**src/rtl/phase_clock_gen_pkg.sv**
```systemverilog
// Shared types for the phase clock generator: control states and the
// canonical five-phase index names.
package phase_clock_gen_pkg;

  typedef enum logic [1:0] {
    StHalt = 2'd0,
    StRun  = 2'd1,
    StStep = 2'd2
  } state_e;

  localparam int unsigned PHASE_IF  = 0;
  localparam int unsigned PHASE_ID  = 1;
  localparam int unsigned PHASE_EX  = 2;
  localparam int unsigned PHASE_MEM = 3;
  localparam int unsigned PHASE_WB  = 4;

endpackage

```
**src/rtl/phase_clock_gen_prescaler.sv**
```systemverilog
// Prescaler for the phase generator: counts enabled clocks and ticks once every
// div_active+1 of them. A newly loaded divide value waits in div_pend until apply.
module phase_clock_gen_prescaler #(
  parameter int unsigned DIV_WIDTH   = 8,
  parameter int unsigned DEFAULT_DIV = 0
) (
  input  logic                 clk,
  input  logic                 rst,
  input  logic                 en,
  input  logic                 div_load,
  input  logic [DIV_WIDTH-1:0] div_in,
  input  logic                 apply,
  output logic                 tick
);

  logic [DIV_WIDTH-1:0] presc_q, presc_d;
  logic [DIV_WIDTH-1:0] div_active_q, div_active_d;
  logic [DIV_WIDTH-1:0] div_pend_q, div_pend_d;

  assign tick = en && (presc_q == div_active_q);

  always_comb begin
    presc_d      = presc_q;
    div_pend_d   = div_pend_q;
    div_active_d = div_active_q;
    if (en) begin
      presc_d = tick ? '0 : presc_q + DIV_WIDTH'(1);
    end
    if (div_load) begin
      div_pend_d = div_in;
    end
    if (apply) begin
      div_active_d = div_pend_q;
    end
  end

  always_ff @(posedge clk) begin
    if (rst) begin
      presc_q      <= '0;
      div_active_q <= DIV_WIDTH'(DEFAULT_DIV);
      div_pend_q   <= DIV_WIDTH'(DEFAULT_DIV);
    end else begin
      presc_q      <= presc_d;
      div_active_q <= div_active_d;
      div_pend_q   <= div_pend_d;
    end
  end

endmodule

```
**src/rtl/phase_clock_gen.sv**
```systemverilog
// One-hot phase-enable generator for the multi-cycle core: run/halt/step control,
// stall hold, programmable phase rate and a completed-instruction counter.
module phase_clock_gen
  import phase_clock_gen_pkg::*;
#(
  parameter int unsigned NUM_PHASES  = 5,
  parameter int unsigned DIV_WIDTH   = 8,
  parameter int unsigned DEFAULT_DIV = 0,
  parameter int unsigned START_RUN   = 1,
  parameter int unsigned CNT_WIDTH   = 32
) (
  input  logic                          clk,
  input  logic                          rst,
  input  logic                          run_req,
  input  logic                          halt_req,
  input  logic                          step_req,
  input  logic                          stall,
  input  logic                          div_load,
  input  logic [DIV_WIDTH-1:0]          div_in,
  output logic [NUM_PHASES-1:0]         phase_en,
  output logic [$clog2(NUM_PHASES)-1:0] phase_idx,
  output logic                          instr_done,
  output logic                          halted,
  output logic [CNT_WIDTH-1:0]          instr_count
);

  localparam int unsigned PW = $clog2(NUM_PHASES);

  state_e                state_q, state_d;
  logic [PW-1:0]         phase_q, phase_d;
  logic                  halt_pend_q, halt_pend_d;
  logic [NUM_PHASES-1:0] phase_en_q, phase_en_d;
  logic                  instr_done_q, instr_done_d;
  logic                  halted_q, halted_d;
  logic [CNT_WIDTH-1:0]  cnt_q, cnt_d;

  logic active, tick, last, boundary, apply;

  assign active   = (state_q != StHalt) && !stall;
  assign last     = (phase_q == PW'(NUM_PHASES - 1));
  assign boundary = tick && last;
  // While halted no instruction is in flight, so a new divide can take effect at once.
  assign apply    = boundary || (state_q == StHalt);

  phase_clock_gen_prescaler #(
    .DIV_WIDTH  (DIV_WIDTH),
    .DEFAULT_DIV(DEFAULT_DIV)
  ) u_prescaler (
    .clk     (clk),
    .rst     (rst),
    .en      (active),
    .div_load(div_load),
    .div_in  (div_in),
    .apply   (apply),
    .tick    (tick)
  );

  always_comb begin
    state_d     = state_q;
    halt_pend_d = halt_pend_q;
    case (state_q)
      StHalt: begin
        if (run_req) begin
          state_d = StRun;
        end else if (step_req) begin
          state_d = StStep;
        end
      end
      StRun: begin
        // halt_req wins over a simultaneous run_req.
        if (halt_req) begin
          halt_pend_d = 1'b1;
        end else if (run_req) begin
          halt_pend_d = 1'b0;
        end
        if (boundary && (halt_pend_q || halt_req)) begin
          state_d     = StHalt;
          halt_pend_d = 1'b0;
        end
      end
      StStep: begin
        if (run_req) begin
          state_d = StRun;
        end else if (boundary) begin
          state_d = StHalt;
        end
      end
      default: state_d = StHalt;
    endcase

    phase_d      = phase_q;
    phase_en_d   = '0;
    instr_done_d = boundary;
    cnt_d        = boundary ? cnt_q + CNT_WIDTH'(1) : cnt_q;
    if (tick) begin
      phase_en_d = NUM_PHASES'(1) << phase_q;
      phase_d    = last ? '0 : phase_q + PW'(1);
    end
    halted_d = (state_d == StHalt);
  end

  always_ff @(posedge clk) begin
    if (rst) begin
      state_q      <= (START_RUN != 0) ? StRun : StHalt;
      halted_q     <= (START_RUN == 0);
      phase_q      <= '0;
      halt_pend_q  <= 1'b0;
      phase_en_q   <= '0;
      instr_done_q <= 1'b0;
      cnt_q        <= '0;
    end else begin
      state_q      <= state_d;
      halted_q     <= halted_d;
      phase_q      <= phase_d;
      halt_pend_q  <= halt_pend_d;
      phase_en_q   <= phase_en_d;
      instr_done_q <= instr_done_d;
      cnt_q        <= cnt_d;
    end
  end

  assign phase_en    = phase_en_q;
  assign phase_idx   = phase_q;
  assign instr_done  = instr_done_q;
  assign halted      = halted_q;
  assign instr_count = cnt_q;

endmodule

```
**config.mk**
```make
export PLATFORM = sky130hd
export DESIGN_NAME = phase_clock_gen
export DESIGN_NICKNAME = d
export VERILOG_FILES = /design/src/rtl/phase_clock_gen_pkg.sv /design/src/rtl/phase_clock_gen_prescaler.sv /design/src/rtl/phase_clock_gen.sv
export SDC_FILE = /design/constraint.sdc
export NUM_CORES = 1
export LEC_CHECK = 0
export CORE_UTILIZATION = 55
export CTS_BUF_LIST = sky130_fd_sc_hd__clkbuf_4
export CTS_CLUSTER_SIZE = 10
export DETAILED_ROUTE_END_ITERATION = 12
export HOLD_SLACK_MARGIN = 0.15
export PLACE_DENSITY_LB_ADDON = 0.05
export SLEW_MARGIN = 20
export SYNTH_ARGS = -nofsm -noshare
export SYNTH_HDL_FRONTEND = slang
export SYNTH_SLANG_ARGS = --single-unit
```
**constraint.sdc**
```tcl
create_clock -name clk -period 2.7 [get_ports clk]
set_input_delay 0.405 -clock clk [delete_from_list [all_inputs] [get_ports clk]]
set_output_delay 0.405 -clock clk [all_outputs]
set_load 0.03 [all_outputs]
```
== After elaboration in Yosys (flattened, before gate mapping) ==
Cells that the tools add are included.
Word-level totals
  register bits: 69
  output and inout port bits: 42
  logic and storage cells: 43
Operators by class
  add/sub/neg operators: 3
  shifts and indexed selects: 1
  bitwise logic cells: 1
  multiplexer cells: 11
  reduce and logical (&&, ||, !) cells: 13
  equal/unequal tests: 4
Operators by type and width (number)
  $add A32 B1 Y32 const B: 1
  $mux W2: 5
  $add A8 B1 Y8 const B: 1
  $eq A8 B8 Y1: 1
  $mux W8: 1
  $pmux W2 S3: 1
  $shl A1 B3 Y5 const A: 1
  $logic_and A1 B1 Y1: 4
  $logic_not A2 Y1: 2
  $add A3 B1 Y3 const B: 1
  $eq A3 B3 Y1 const B: 1
  $mux W1: 3
  $mux W3: 1
  $reduce_bool A3 Y1: 1
  $eq A2 B1 Y1 const B: 1
  $eq A2 B2 Y1 const B: 1
  $logic_or A1 B1 Y1: 2
  $reduce_and A2 Y1: 1
  $reduce_bool A2 Y1: 1
  $reduce_or A2 Y1: 1
  $logic_not A1 Y1: 1
  $not A1 Y1: 1

== Longest topological paths before layout ==
Gate-level depths: netlist of the first run.
  depth in word-level cells: 8
  mapped depth: 7
  depth with buffers taken out: 7

== Cells and area by module ==
Synthesis of the first run repeated with hierarchy kept, for this count alone.
Second synthesis, totals
  cells, all modules: 339
  area total of the unflattened synthesis: 3174.3 um^2
Modules (own cells, without submodules)
  phase_clock_gen: cells each 236, times used 1, area each 2134.5 um^2, seq. area each 900.9 um^2
  phase_clock_gen_prescaler: cells each 103, times used 1, area each 1039.7 um^2, seq. area each 480.5 um^2

== Worst setup path before layout of the first run ==
OpenSTA, ideal clock, no wires.
  path type: register -> register
  start point: reg cnt_q[9], in the netlist instr_count[9]
  end point: reg cnt_q[28], in the netlist instr_count[28]
  path buffers: 0
  setup slack: 0.608 ns
  setup time: 0.121 ns
  arrival time: 1.971 ns
  clock period less this slack: 2.092 ns
  stages on the path, launching flop included: 6
  path through: dfxtp_1 nand4_1 nor4_1 nand4_1 nor4_2 mux2_2
Between the ends
  cells in the longest elaborated chain, start to end: 1
Ends and longest elaborated chain
  start: declaration: line phase_clock_gen.sv:35  | logic [CNT_WIDTH-1:0] cnt_q, cnt_d;
  start signal: assignment: line phase_clock_gen.sv:118  | cnt_q <= cnt_d;
  $add A32 B1 Y32: line phase_clock_gen.sv:94  | cnt_d = boundary ? cnt_q + CNT_WIDTH'(1) : cnt_q;
Every way passes these cells.
A chain may end at the register's enable or synchronous reset.

== Final worst setup path of the first run ==
  start point: reg cnt_q[10], in the netlist instr_count[10]
  end point: reg cnt_q[28], in the netlist instr_count[28]
The elaborated chain is that of the path after synthesis.

==> results of run 1 <==
synthesized netlist by cell type, types with 2 or more instances:
cell	n
buf_2	3
o21ai_0	6
mux2_2	24
nor4_2	4
clkbuf_1	13
nand2b_1	17
nand2_1	17
a31o_2	2
mux2i_1	18
a21oi_1	10
nor4_1	5
dfxtp_1	69
nor2b_1	24
and3_1	5
ha_1	4
xor2_1	4
nand4_1	11
nor2_1	52
or3_1	4
nor3_1	35
xnor2_1	8
nand3_1	17
mux2_1	2
a311oi_1	3
inv_1	15
layer usage:
metal / up-vias / wire length [um] / GRT usage, %
met1: 1341 / 3110 / 28.09
li1: 1464 / - / -
met3: 11 / 279 / 4.659
met2: 65 / 3397 / 38.05
met4: 0 / 107 / 10.00
met5: - / 0 / 0
through the flow:
step | std cells | hold WS, ps | worst slack (ps) | area, um2 | util, %
after global routing | 526 | 503.2 | 127.3 | 4167 | 70.37
after detailed placement | 510 | 465.0 | 119.9 | 4028 | 68.03
after floorplan | 389 | 440.3 | 608.2 | 3385 | -
after CTS | 526 | 479.5 | 345.6 | 4167 | 70.37
final | 526 | 477.1 | 273.6 | 4167 | 70.37
after global placement | 510 | 454.0 | 153.8 | 4028 | 68.03
cells in the final DEF (no fill, tap or decap), types with 2 or more instances in the layout:
| master | Yosys | routed |
|---|---|---|
| inv_1 | 15 | 15 |
| o21ai_0 | 6 | 6 |
| xor2_1 | 4 | 4 |
| a21oi_1 | 10 | 10 |
| ha_1 | 4 | 4 |
| nand4_1 | 11 | 11 |
| mux2i_1 | 18 | 18 |
| xnor2_1 | 8 | 8 |
| and3_1 | 5 | 5 |
| nor2b_1 | 24 | 24 |
| nor3_1 | 35 | 35 |
| nand3_1 | 17 | 17 |
| nor2_1 | 52 | 52 |
| buf_4 | 0 | 7 |
| clkbuf_4 | 0 | 14 |
| a311oi_1 | 3 | 3 |
| nand2_1 | 17 | 17 |
| mux2_2 | 24 | 24 |
| a31o_2 | 2 | 2 |
| mux2_1 | 2 | 2 |
| nor4_1 | 5 | 5 |
| nor4_2 | 4 | 4 |
| or3_1 | 4 | 4 |
| dfxtp_1 | 69 | 69 |
| clkdlybuf4s50_1 | 0 | 55 |
| nand2b_1 | 17 | 17 |
path summary, 6_finish.rpt:
check	start	to	slack, ps	cells past startpoint
max	instr_count[10]	instr_count[28]	270	5
max reg2reg	instr_count[10]	instr_count[28]	270	5
min reg2reg	u_prescaler.div_pend_q[2]	u_prescaler.div_active_q[2]	480	2
min	u_prescaler.div_pend_q[2]	u_prescaler.div_active_q[2]	480	2
layout make-up:
type | count | area share, %
Clock buffer | 14 | 2.523
Multi-Input combinational cell | 287 | 44.83
Clock inverter | 2 | 0.8108
Sequential cell | 69 | 33.15
Tap cell | 75 | 2.252
Timing Repair Buffer | 64 | 15.08
Inverter | 15 | 1.351
worst register-to-register path, stage by stage, from the launching register on:
cell and delay (ps):
dfxtp_1 440, nand4_1 250, nor4_1 530, nand4_1 440, nor4_2 290, mux2_2 370
state kept, by name (all words and copies together) (netlist names):
name,count
u_prescaler.presc_q,8
instr_count,32
u_prescaler.div_active_q,8
halt_pend_q,1
instr_done,1
u_prescaler.div_pend_q,8
phase_idx,3
halted,1
phase_en,5
state_q,2
logic make-up after synthesis:
logic type	after synthesis
AOI/OAI and AO/OA	30
adders and majority gates	4
and+or+nand+nor	197
buffers and inverters	33
DFF	69
xor gates and xnor gates	12
muxes	44
where the power goes:
group	internal [mW]	leakage, nW	switching [mW]
clock network	0.334	0.0801	0.334
logic	0.0722	0.928	0.0963
registers	1.03	0.558	0.0133
==> impl_metrics.py, run 1 <==
metrics = {
    "run_status": {
        "status": "complete, no violations",
    },
    "setup_path": {
        "end_kind": "flip-flop",
        "startpoint_type": "flip-flop",
        "cp.required_ps": 2990,
        "crit_top_cell": "nand4_1",
        "crit_chain": "nand4_1 > nor4_1 > nand4_1 > nor4_2 > mux2_2",
        "crit_family": "simple AND/OR/NAND/NOR gates",
        "crit_arrival_ps": 2710,
        "crit_path_top_delay_cell": "nor4_1",
        "max_stage_delay_ps": 530,
        "crit_fanout": 7,
        "crit_type": "reg2reg",
        "cp_num_buf_inv": 0,
    },
    "synthesis": {
        "syn-cell-area_um2": 3384,
        "synth_area_leaders": "dfxtp_1, mux2_2, nor2_1",
        "synth-simple-area-share_pct": 30.65,
        "synth_top_family_by_area": "simple AND/OR/NAND/NOR gates",
        "yosys.cell_types.count": 42,
        "syn_inst": 389,
        "synth_compound_area_share_pct": 5.989,
        "yosys_warnings": 0,
        "async_flop_share_pct": 0,
        "ys.flop_type": "dfxtp_1",
        "synth_top_area_cell": "dfxtp_1",
        "syn-mean-instance-area_um2": 8.701,
        "yosys.area_share.xor_xnor_pct": 3.105,
        "ys_seq_area_share_pct": 40.81,
        "synth_fa_ha_area_share_pct": 1.479,
        "ys_ff_latch": 69,
        "synth.mux.area_fraction_pct": 13.97,
        "synth_nets": 408,
        "synth_top_area_share_pct": 40.81,
        "synth_enable_flop_cells": 0,
    },
    "route": {
        "wl_per_cell_um": 13.11,
        "drc": 0,
        "wl_um": 6895,
        "vias": 2881,
        "viasPerCell": 5.477,
        "drt_iter0_drc": 114,
        "ant_nets": 0,
        "first_pass_iters": 4,
    },
    "floorplan": {
        "start_util_pct": 57.16,
        "rows": 28,
        "die_h_um": 80.45,
        "die_w_um": 80.45,
        "dieArea_um2": 6471,
        "io_pins": 57,
        "coreArea_um2": 5921,
    },
    "global_route": {
        "grt_usage_pct": 22.77,
        "grt_pass1_vias": 2555,
        "overflow": 0,
        "antenna_found_initial": 0,
        "grt_max_degree": 43,
        "grt_pass1_wl_um": 11450,
    },
    "power": {
        "total_power_mw": 1.883,
        "ir_worst_vdd_mv": 0.3415,
        "powerDensity_nw_per_um2": 451.9,
        "leakagePower_nw": 1.566,
    },
    "layout": {
        "diodes": 0,
        "layout-drive-gt1-share_pct": 13.30,
        "num-nets-final": 465,
        "multi_input_area_um2": 1868,
        "area_growth_pct": 23.11,
        "nFillCells": 486,
        "register_area_um2": 1381,
    },
    "clock_tree": {
        "cts_buffers": 9,
        "holdBufCountCts": 0,
        "path_clk_slew_ps": 100,
        "cts_tree": "built",
        "cts_resized": 0,
        "htreeDepth": 3,
        "root_buffer": "clkbuf_4",
        "cts_setup_buffers": 0,
        "clock-sinks": 69,
        "clockBufferDepth": 2,
        "clk_latency_ps": 400,
    },
    "timing": {
        "slew_violations": 0,
        "setup_viol": 0,
        "skew_ps": 9.323,
        "min_period_ps": 2426,
        "slew_headroom_pct": 58.09,
        "worst_slew_pin_slew_ps": 628.7,
        "rsz0062_at_grt": "no",
        "setup_tns_ps": 0,
        "fmax_mhz": 412.1,
        "hold_viol": 0,
        "finalCritPeriodShare_pct": 89.87,
    },
    "placed_design": {
        "port-buffer-count": 56,
        "dp_hpwl_um": 4770,
        "gp_congestion": 0.7812,
    },
    "run": {
        "cap_violations": 0,
    },
    "hold_path": {
        "hp-class": "reg2reg",
    },
}
Note: power is estimated with default switching activity, not from simulation.
==> inputs of run 2 (changes only) <==
--- a/config.mk
+++ b/config.mk
@@ -11,7 +11,6 @@
 export DETAILED_ROUTE_END_ITERATION = 12
 export HOLD_SLACK_MARGIN = 0.15
 export PLACE_DENSITY_LB_ADDON = 0.05
-export SLEW_MARGIN = 20
 export SYNTH_ARGS = -nofsm -noshare
 export SYNTH_HDL_FRONTEND = slang
 export SYNTH_SLANG_ARGS = --single-unit
==> results of run 2 <==
The final DEF is identical to that of run 1; final timing and power are the same.
